[src/rtl/bus_arb_pkg.sv]
// Shared types and helpers for the bit-serial system bus arbiter.
package bus_arb_pkg;

  // Arbiter FSM states
  typedef enum logic [1:0] {
    IDLE    = 2'd0,
    BUSY    = 2'd1,
    RELEASE = 2'd2
  } arb_state_t;

  // Width of the master_sel bus-mux index
  localparam int MSEL_W = 2;

  // Timeout counter width: enough bits to hold TIMEOUT itself
  function automatic int cnt_width(input int timeout);
    return $clog2(timeout + 1);
  endfunction

endpackage

[src/rtl/arb_priority_picker.sv]
// Combinational circular priority picker: first eligible master at or after
// the start index wins, wrapping around the NUM_MASTERS range.
module arb_priority_picker
  import bus_arb_pkg::*;
#(
  parameter int NUM_MASTERS = 2
) (
  input  logic [NUM_MASTERS-1:0] eligible,
  input  logic [MSEL_W-1:0]      start,
  output logic [MSEL_W-1:0]      winner,
  output logic                   valid
);

  int idx;

  // Scan offsets from the start pointer; the first eligible hit is kept
  always_comb begin
    winner = '0;
    valid  = 1'b0;
    idx    = 0;
    for (int off = 0; off < NUM_MASTERS; off++) begin
      idx = int'(start) + off;
      if (idx >= NUM_MASTERS) idx = idx - NUM_MASTERS;
      for (int j = 0; j < NUM_MASTERS; j++) begin
        if (!valid && eligible[j] && (j == idx)) begin
          valid  = 1'b1;
          winner = MSEL_W'(j);
        end
      end
    end
  end

endmodule

[src/rtl/bus_arbiter.sv]
// Shared bit-serial bus arbiter: grants one master at a time to a ready
// slave port, holds the grant until done/request drop/timeout, then leaves
// a one-cycle gap. Define BUS_ARB_ROUND_ROBIN_EN for rotating priority;
// otherwise lowest master index always wins.
module bus_arbiter
  import bus_arb_pkg::*;
#(
  parameter int NUM_MASTERS = 2,
  parameter int NUM_SLAVES  = 3,
  parameter int SID_W       = 2,
  parameter int TIMEOUT     = 1023
) (
  input  logic                         clk,
  input  logic                         reset,
  input  logic [NUM_MASTERS-1:0]       m_req,
  input  logic [NUM_MASTERS*SID_W-1:0] m_slave_id,
  input  logic [NUM_MASTERS-1:0]       m_done,
  input  logic [NUM_SLAVES-1:0]        s_ready,
  output logic [NUM_MASTERS-1:0]       m_grant,
  output logic [MSEL_W-1:0]            master_sel,
  output logic [NUM_SLAVES-1:0]        slave_sel,
  output logic                         bus_busy,
  output logic                         timeout_err
);

  localparam int             CNT_W   = cnt_width(TIMEOUT);
  localparam logic [CNT_W-1:0] TO_LAST = CNT_W'(TIMEOUT - 1);
  localparam logic [CNT_W-1:0] CNT_MAX = '1;

  arb_state_t             state, next_state;
  logic [NUM_MASTERS-1:0] eligible;
  logic [SID_W-1:0]       id_v;
  logic [MSEL_W-1:0]      pick_winner;
  logic                   pick_valid;
  logic [SID_W-1:0]       pick_id;
  logic [MSEL_W-1:0]      winner_q;
  logic [SID_W-1:0]       id_q;
  logic [CNT_W-1:0]       cnt;
  logic [MSEL_W-1:0]      rr_ptr;
  logic                   req_w, done_w;
  logic                   grant_start, release_now, timeout_hit;

  // A master is eligible only if it requests an in-range, ready slave
  always_comb begin
    eligible = '0;
    id_v     = '0;
    for (int i = 0; i < NUM_MASTERS; i++) begin
      id_v = m_slave_id[i*SID_W +: SID_W];
      for (int s = 0; s < NUM_SLAVES; s++) begin
        if ((int'(id_v) == s) && s_ready[s]) eligible[i] = m_req[i];
      end
    end
  end

  arb_priority_picker #(
    .NUM_MASTERS(NUM_MASTERS)
  ) u_picker (
    .eligible(eligible),
    .start   (rr_ptr),
    .winner  (pick_winner),
    .valid   (pick_valid)
  );

  // Select the winner's slave id and the current owner's req/done bits
  always_comb begin
    pick_id = '0;
    req_w   = 1'b0;
    done_w  = 1'b0;
    for (int i = 0; i < NUM_MASTERS; i++) begin
      if (pick_winner == MSEL_W'(i)) pick_id = m_slave_id[i*SID_W +: SID_W];
      if (winner_q == MSEL_W'(i)) begin
        req_w  = m_req[i];
        done_w = m_done[i];
      end
    end
  end

  assign grant_start = (state == IDLE) && pick_valid;
  assign release_now = !req_w || done_w || (cnt == TO_LAST);
  assign timeout_hit = req_w && !done_w && (cnt == TO_LAST);

`ifdef BUS_ARB_ROUND_ROBIN_EN
  // Rotate the search start to just past each new owner
  always_ff @(posedge clk or negedge reset) begin
    if (!reset) begin
      rr_ptr <= '0;
    end else if (grant_start) begin
      rr_ptr <= (pick_winner == MSEL_W'(NUM_MASTERS - 1)) ? '0 : pick_winner + 1'b1;
    end
  end
`else
  assign rr_ptr = '0;
`endif

  // Latch owner and target slave when a grant is issued
  always_ff @(posedge clk or negedge reset) begin
    if (!reset) begin
      winner_q <= '0;
      id_q     <= '0;
    end else if (grant_start) begin
      winner_q <= pick_winner;
      id_q     <= pick_id;
    end
  end

  // Count BUSY cycles from the start of each grant, saturating
  always_ff @(posedge clk or negedge reset) begin
    if (!reset) begin
      cnt <= '0;
    end else if (grant_start) begin
      cnt <= '0;
    end else if ((state == BUSY) && (cnt != CNT_MAX)) begin
      cnt <= cnt + 1'b1;
    end
  end

  // FSM state register
  always_ff @(posedge clk or negedge reset) begin
    if (!reset) state <= IDLE;
    else        state <= next_state;
  end

  // FSM next-state logic
  always_comb begin
    next_state = state;
    case (state)
      IDLE:    if (pick_valid)  next_state = BUSY;
      BUSY:    if (release_now) next_state = RELEASE;
      RELEASE: next_state = IDLE;
      default: next_state = IDLE;
    endcase
  end

  // FSM outputs: grant/select decoded from the latched owner while BUSY
  always_comb begin
    m_grant     = '0;
    master_sel  = '0;
    slave_sel   = '0;
    bus_busy    = 1'b0;
    timeout_err = 1'b0;
    if (state == BUSY) begin
      for (int i = 0; i < NUM_MASTERS; i++) m_grant[i] = (winner_q == MSEL_W'(i));
      for (int s = 0; s < NUM_SLAVES; s++)  slave_sel[s] = (int'(id_q) == s);
      master_sel  = winner_q;
      bus_busy    = 1'b1;
      timeout_err = timeout_hit;
    end
  end

endmodule

[config.mk]
export PLATFORM = sky130hd
export DESIGN_NAME = bus_arbiter
export DESIGN_NICKNAME = d
export VERILOG_FILES = /design/src/rtl/bus_arb_pkg.sv /design/src/rtl/arb_priority_picker.sv /design/src/rtl/bus_arbiter.sv
export SDC_FILE = /design/constraint.sdc
export NUM_CORES = 1
export LEC_CHECK = 0
export BUFFER_PORTS_ARGS = -buffer_cell sky130_fd_sc_hd__buf_2
export CORE_MARGIN = 5
export CORE_UTILIZATION = 55
export CTS_BUF_LIST = sky130_fd_sc_hd__clkbuf_2 sky130_fd_sc_hd__clkbuf_4 sky130_fd_sc_hd__clkbuf_8
export DETAILED_ROUTE_END_ITERATION = 12
export PLACE_DENSITY_LB_ADDON = 0.15
export SLEW_MARGIN = 10
export SYNTH_ARGS = -nofsm -noshare
export SYNTH_HDL_FRONTEND = slang
export SYNTH_HIERARCHICAL = 1
export SYNTH_SLANG_ARGS = --single-unit
export TNS_END_PERCENT = 5
[constraint.sdc]
create_clock -name clk -period 2.9 [get_ports clk]
set_input_delay 0.58 -clock clk [delete_from_list [all_inputs] [get_ports clk]]
set_output_delay 0.58 -clock clk [all_outputs]
set_load 0.03 [all_outputs]
# == After elaboration in Yosys (flattened, before gate mapping) ==
# Index checks and enable logic that the tools add are counted.
# op_classes
add_sub_neg,1
mul,0
div,0
n_lt_le_gt_ge,0
n_eq_ne,13
shift,0
mux,25
n_bitwise,0
reduce_logical,24
# op_table
cell,count
10-bit 2-to-1 mux,2
1-bit 2-to-1 mux,15
2-bit equality test (second input constant),6
2-bit zero test,6
2-bit 2-to-1 mux,6
1-bit logical AND,11
10-bit by 1-bit adder with 10-bit output (second input constant),1
10-bit equality test (second input constant),1
10-bit != test (second input constant),1
2-bit by 1-bit equality test with 1-bit output (second input constant),3
2-bit != test (second input constant),2
2-bit case mux with 2 select lines,1
1-bit zero test,3
3-bit 2-to-1 mux,1
1-bit logical OR,2
2-bit AND reduction,1
2-bit nonzero test,1
# word_totals
register_bits,16
latch_bits,0
ram_bits,0
romBits,0
inputBits,13
out_inout_bits,9
n_memories,0

# == Depth between registers and ports, before layout ==
# logic_depth
depth_word,12
mapped_depth,9

# == Modules after synthesis ==
# Netlist, hierarchy kept.
# modules_own_cells
module,instances,cells_each,area_each_um2,seq_area_each_um2
bus_arbiter,1,107,957.2,400.4
arb_priority_picker,1,6,33.8,0.0

# == Worst setup path before layout ==
# OpenSTA, ideal clock, no wires.
# synth_timing
kind,input port to output port
startpoint,in m_req[0]
endpoint,out timeout_err
arrival_ns,1.624
required_ns,2.320
path_slack_ns,0.696
path_stages,4
n_path_buf,0
path_cell_list,inv_1 o32ai_1 nand2_1 nor3_1
# synth_between
elab_chain_cells,5
# synth_rtl
item,line,text
from (decl),bus_arbiter.sv:15,"input logic [NUM_MASTERS-1:0] m_req,"
1-bit 2-to-1 mux (2 in a row),bus_arbiter.sv:71,if (winner_q == MSEL_W'(i)) begin
1-bit logical AND (2 in a row),bus_arbiter.sv:80,assign timeout_hit = req_w && !done_w && (cnt == TO_LAST);
1-bit 2-to-1 mux,bus_arbiter.sv:141,if (state == BUSY) begin
to (decl),bus_arbiter.sv:23,output logic timeout_err
# No other way between the ends.

# == Worst setup path after layout ==
# layout_timing
startpoint,reg state[1]
endpoint,out master_sel[1]
# layout_between
elab_chain_cells,2
# layout_rtl
item,line,text
from (decl),bus_arbiter.sv:30,"arb_state_t state, next_state;"
from (signal assigned),bus_arbiter.sv:120,else state <= next_state;
2-bit by 1-bit equality test with 1-bit output,bus_arbiter.sv:141,
2-bit 2-to-1 mux,bus_arbiter.sv:141,
to (decl),bus_arbiter.sv:20,"output logic [MSEL_W-1:0] master_sel,"
# No other way between the ends.

==> impl_results.md <==
- Status: finished, final reports clean
- CTS buffer count: 3
- Root Buffer: clkbuf_4
- First-pass GRT wire length: approximately 3700 µm
- Register area share after synthesis: 0.404
- Crit-path cells: nand2b_1 > inv_1 > and2_1 > buf_2
- Fin crit period: ~2200 ps
- Port Buffers: 21
- Ant diodes: 0
- Placer Congestion: 0.784
- Hold Path Class: input port to asynchronous set/reset pin
- CP peak stage delay: approximately 400 ps
- Worst slack at placement: ~870 ps
- Post-synthesis average cell area: 8.77 µm²
- CTS resizes: 0
- Post-CTS Setup Inserts: 0
- Largest net degree at the start of global routing: 17
- Fmax: ~460 MHz
- CTS sink count: 16
- Power Total: 0.675 mW
- # fillers: 148
- Maximum vdd drop: between 0.3 and 0.4 mV
- Gr usage total: 0.182
- Fin crit share: 0.747
- H-tree Lvls: 1
- Drt drc: 0
- R2R setup slack: 1290 ps
- Routed len/inst: approximately 13 µm
- CORE AREA: 0.00173 mm²
- Dpl hpwl: 1600 µm
- Die area: 0.00275 mm²
- Initial Util: 0.574
- Number of global-route vias before repair: 888
- Vias: around 900
- #FFs+latches synth: 16
- Io pins: 22
- Rows: 15
- Hold Vio Cnt, Final: 0
- Data required, critical path: approximately 2300 ps
- Number of synthesized flops with an enable pin: 0
- Leak pwr: 0.583 nW
- Fraction of layout cells with a size suffix above 1: 0.213
- Grt ovf: 0
- Iteration-0 DRC Markers: 25
- CTS tree: built
- CTS hold repair buffers: 0
- Drt total wl: between 2000 and 2500 µm
- Slew Limit Fails: 0
- Commonest register cell after synthesis: dfrtp_1
- Register-to-Register Path Depth: 5
- Pwr dens: about 600 mW/mm²
- Netlist Area Pre-Place: about 1000 µm²
- Die span in y: 52.4 µm
- Post-route setup slack: about 730 ps
- Area grow syn2layout: 16.2%
- Worst Setup EP: master_sel[1]
- Yosys cell types: 37
- Antenna violations before repair: 0
- Pre-Repair DR Iteration Count: 4
- Final net count: ~150
- Synth warn: 6
- Clk_lat worst skew: between 200 and 300 ps
- Setup_tns: 0 ps
- Antenna Nets Post-Route: 0
- Final setup fails: 0
- Count leader, synth: nand2_1
- Synth area leaders: dfrtp_1, mux2i_1, nand2_1, o31ai_1, and2_1
- Crit path arrival time: 1590 ps
- Final Skew: around 4.7 ps
- Final core utilization: 0.667
- RSZ-0062 raised after global routing: no
- Post-synthesis cell count: around 110
- Crit end category: output port
- Maxcap violations: 0
- CP max stage cell: dfrtp_1
- Crit path launch type: flip-flop
- Worst-path clk slew: approximately 100 ps
- Critical setup path kind: flip-flop to output port
- Chip width: 52.4 µm
- CP max FO: 10
- Top cell type's share of synthesized area: 0.404
- Fraction of registers with async set/reset: 1.00
- Crit Reg-Reg Endpoint: cnt[4]$_DFFE_PN0P_
- Critical path launch point: state[1]$_DFFE_PN0P_
- Area leader, netlist: dfrtp_1
- Worst R2R Start: cnt[0]$_DFFE_PN0P_
- Clock Path Buffers: 2
- Via/cell ratio: around 5.6
- Post-synth top cells: nand2_1, dfrtp_1, mux2i_1, nor2_1
[sequential cells by signal, summed over array words and instances (netlist names)]
signal and flops:
cnt 10, id_q 2, state 2, winner_q 2
[kinds of logic (layout without fill, tap and decap cells)]
kind of cell	after synthesis	in the layout	synth area share
flip-flops	16	16	0.404
buffers and inverters	9	30	0.0391
other	2	4	0.00758
AO/OA/AOI/OAI	20	20	0.140
AND/OR/NAND/NOR	55	55	0.293
adder cells (fa/ha/maj)	2	2	0.0252
multiplexers	9	9	0.0909
[where the power goes]
part	switching, mW	internal (mW)
logic	0.134	0.0761
registers	0.0521	0.265
clock network	0.0709	0.0763
total	0.257	0.418
[layer usage]
layer / global-route usage / routed length, µm / up-vias
met5: 0 / 0 / -
met4: 0.102 / 27 / 0
met3: 0.0256 / 116 / 2
met2: 0.320 / 998 / 31
met1: 0.207 / 919 / 422
li1: - / - / 442
[worst min path at each step]
| stage | end | startpoint | slack, ps | depth (start not counted) |
|---|---|---|---|---|
| floorplan | cnt[0]$_DFFE_PN0P_ | reset | 280 | 0 |
| global placement | cnt[5]$_DFFE_PN0P_ | cnt[5]$_DFFE_PN0P_ | 500 | 1 |
| detailed placement | cnt[5]$_DFFE_PN0P_ | cnt[5]$_DFFE_PN0P_ | 500 | 1 |
| CTS | cnt[1]$_DFFE_PN0P_ | reset | 190 | 1 |
| global route | cnt[8]$_DFFE_PN0P_ | reset | 200 | 1 |
| finish | cnt[1]$_DFFE_PN0P_ | reset | 190 | 1 |
[placed cells by master (no fill, tap or decap), types with 3 or more instances in the layout]
| cell | n |
|---|---|
| a21oi_1 | 3 |
| and2_1 | 4 |
| buf_2 | 21 |
| clkbuf_4 | 3 |
| conb_1 | 4 |
| dfrtp_1 | 16 |
| inv_1 | 5 |
| mux2i_1 | 9 |
| nand2_1 | 20 |
| nand3_1 | 5 |
| nor2_1 | 6 |
| nor3_1 | 4 |
| nor3b_1 | 3 |
| o21ai_0 | 3 |
| o31ai_1 | 4 |
[metrics by stage]
stage | area (µm²) | hold slack, ps | instances
6_report | 1150 | 189 | 161
5_1_grt | 1150 | 200 | 161
4_1_cts | 1150 | 191 | 161
3_5_place_dp | 1110 | 502 | 157
3_3_place_gp | 1110 | 497 | 157
2_1_floorplan | 998 | 284 | 115
[critical path: cells and delay by family (launching register included)]
| kind | cells | cell delay [ps] |
|---|---|---|
| simple gates | 2 | 460 |
| buf+inv | 2 | 440 |
| flops | 1 | 400 |
[area by class of cell]
cell class | count | area (µm²) | share of cell area
repair buffers | 21 | 105 | 0.0913
well taps | 25 | 31.3 | 0.0272
flip-flops and latches | 16 | 400 | 0.348
clock buffers | 4 | 36.3 | 0.0315
inverters | 5 | 18.8 | 0.0163
multi-input cells | 90 | 559 | 0.486
Power figures use the tool's default switching activity.
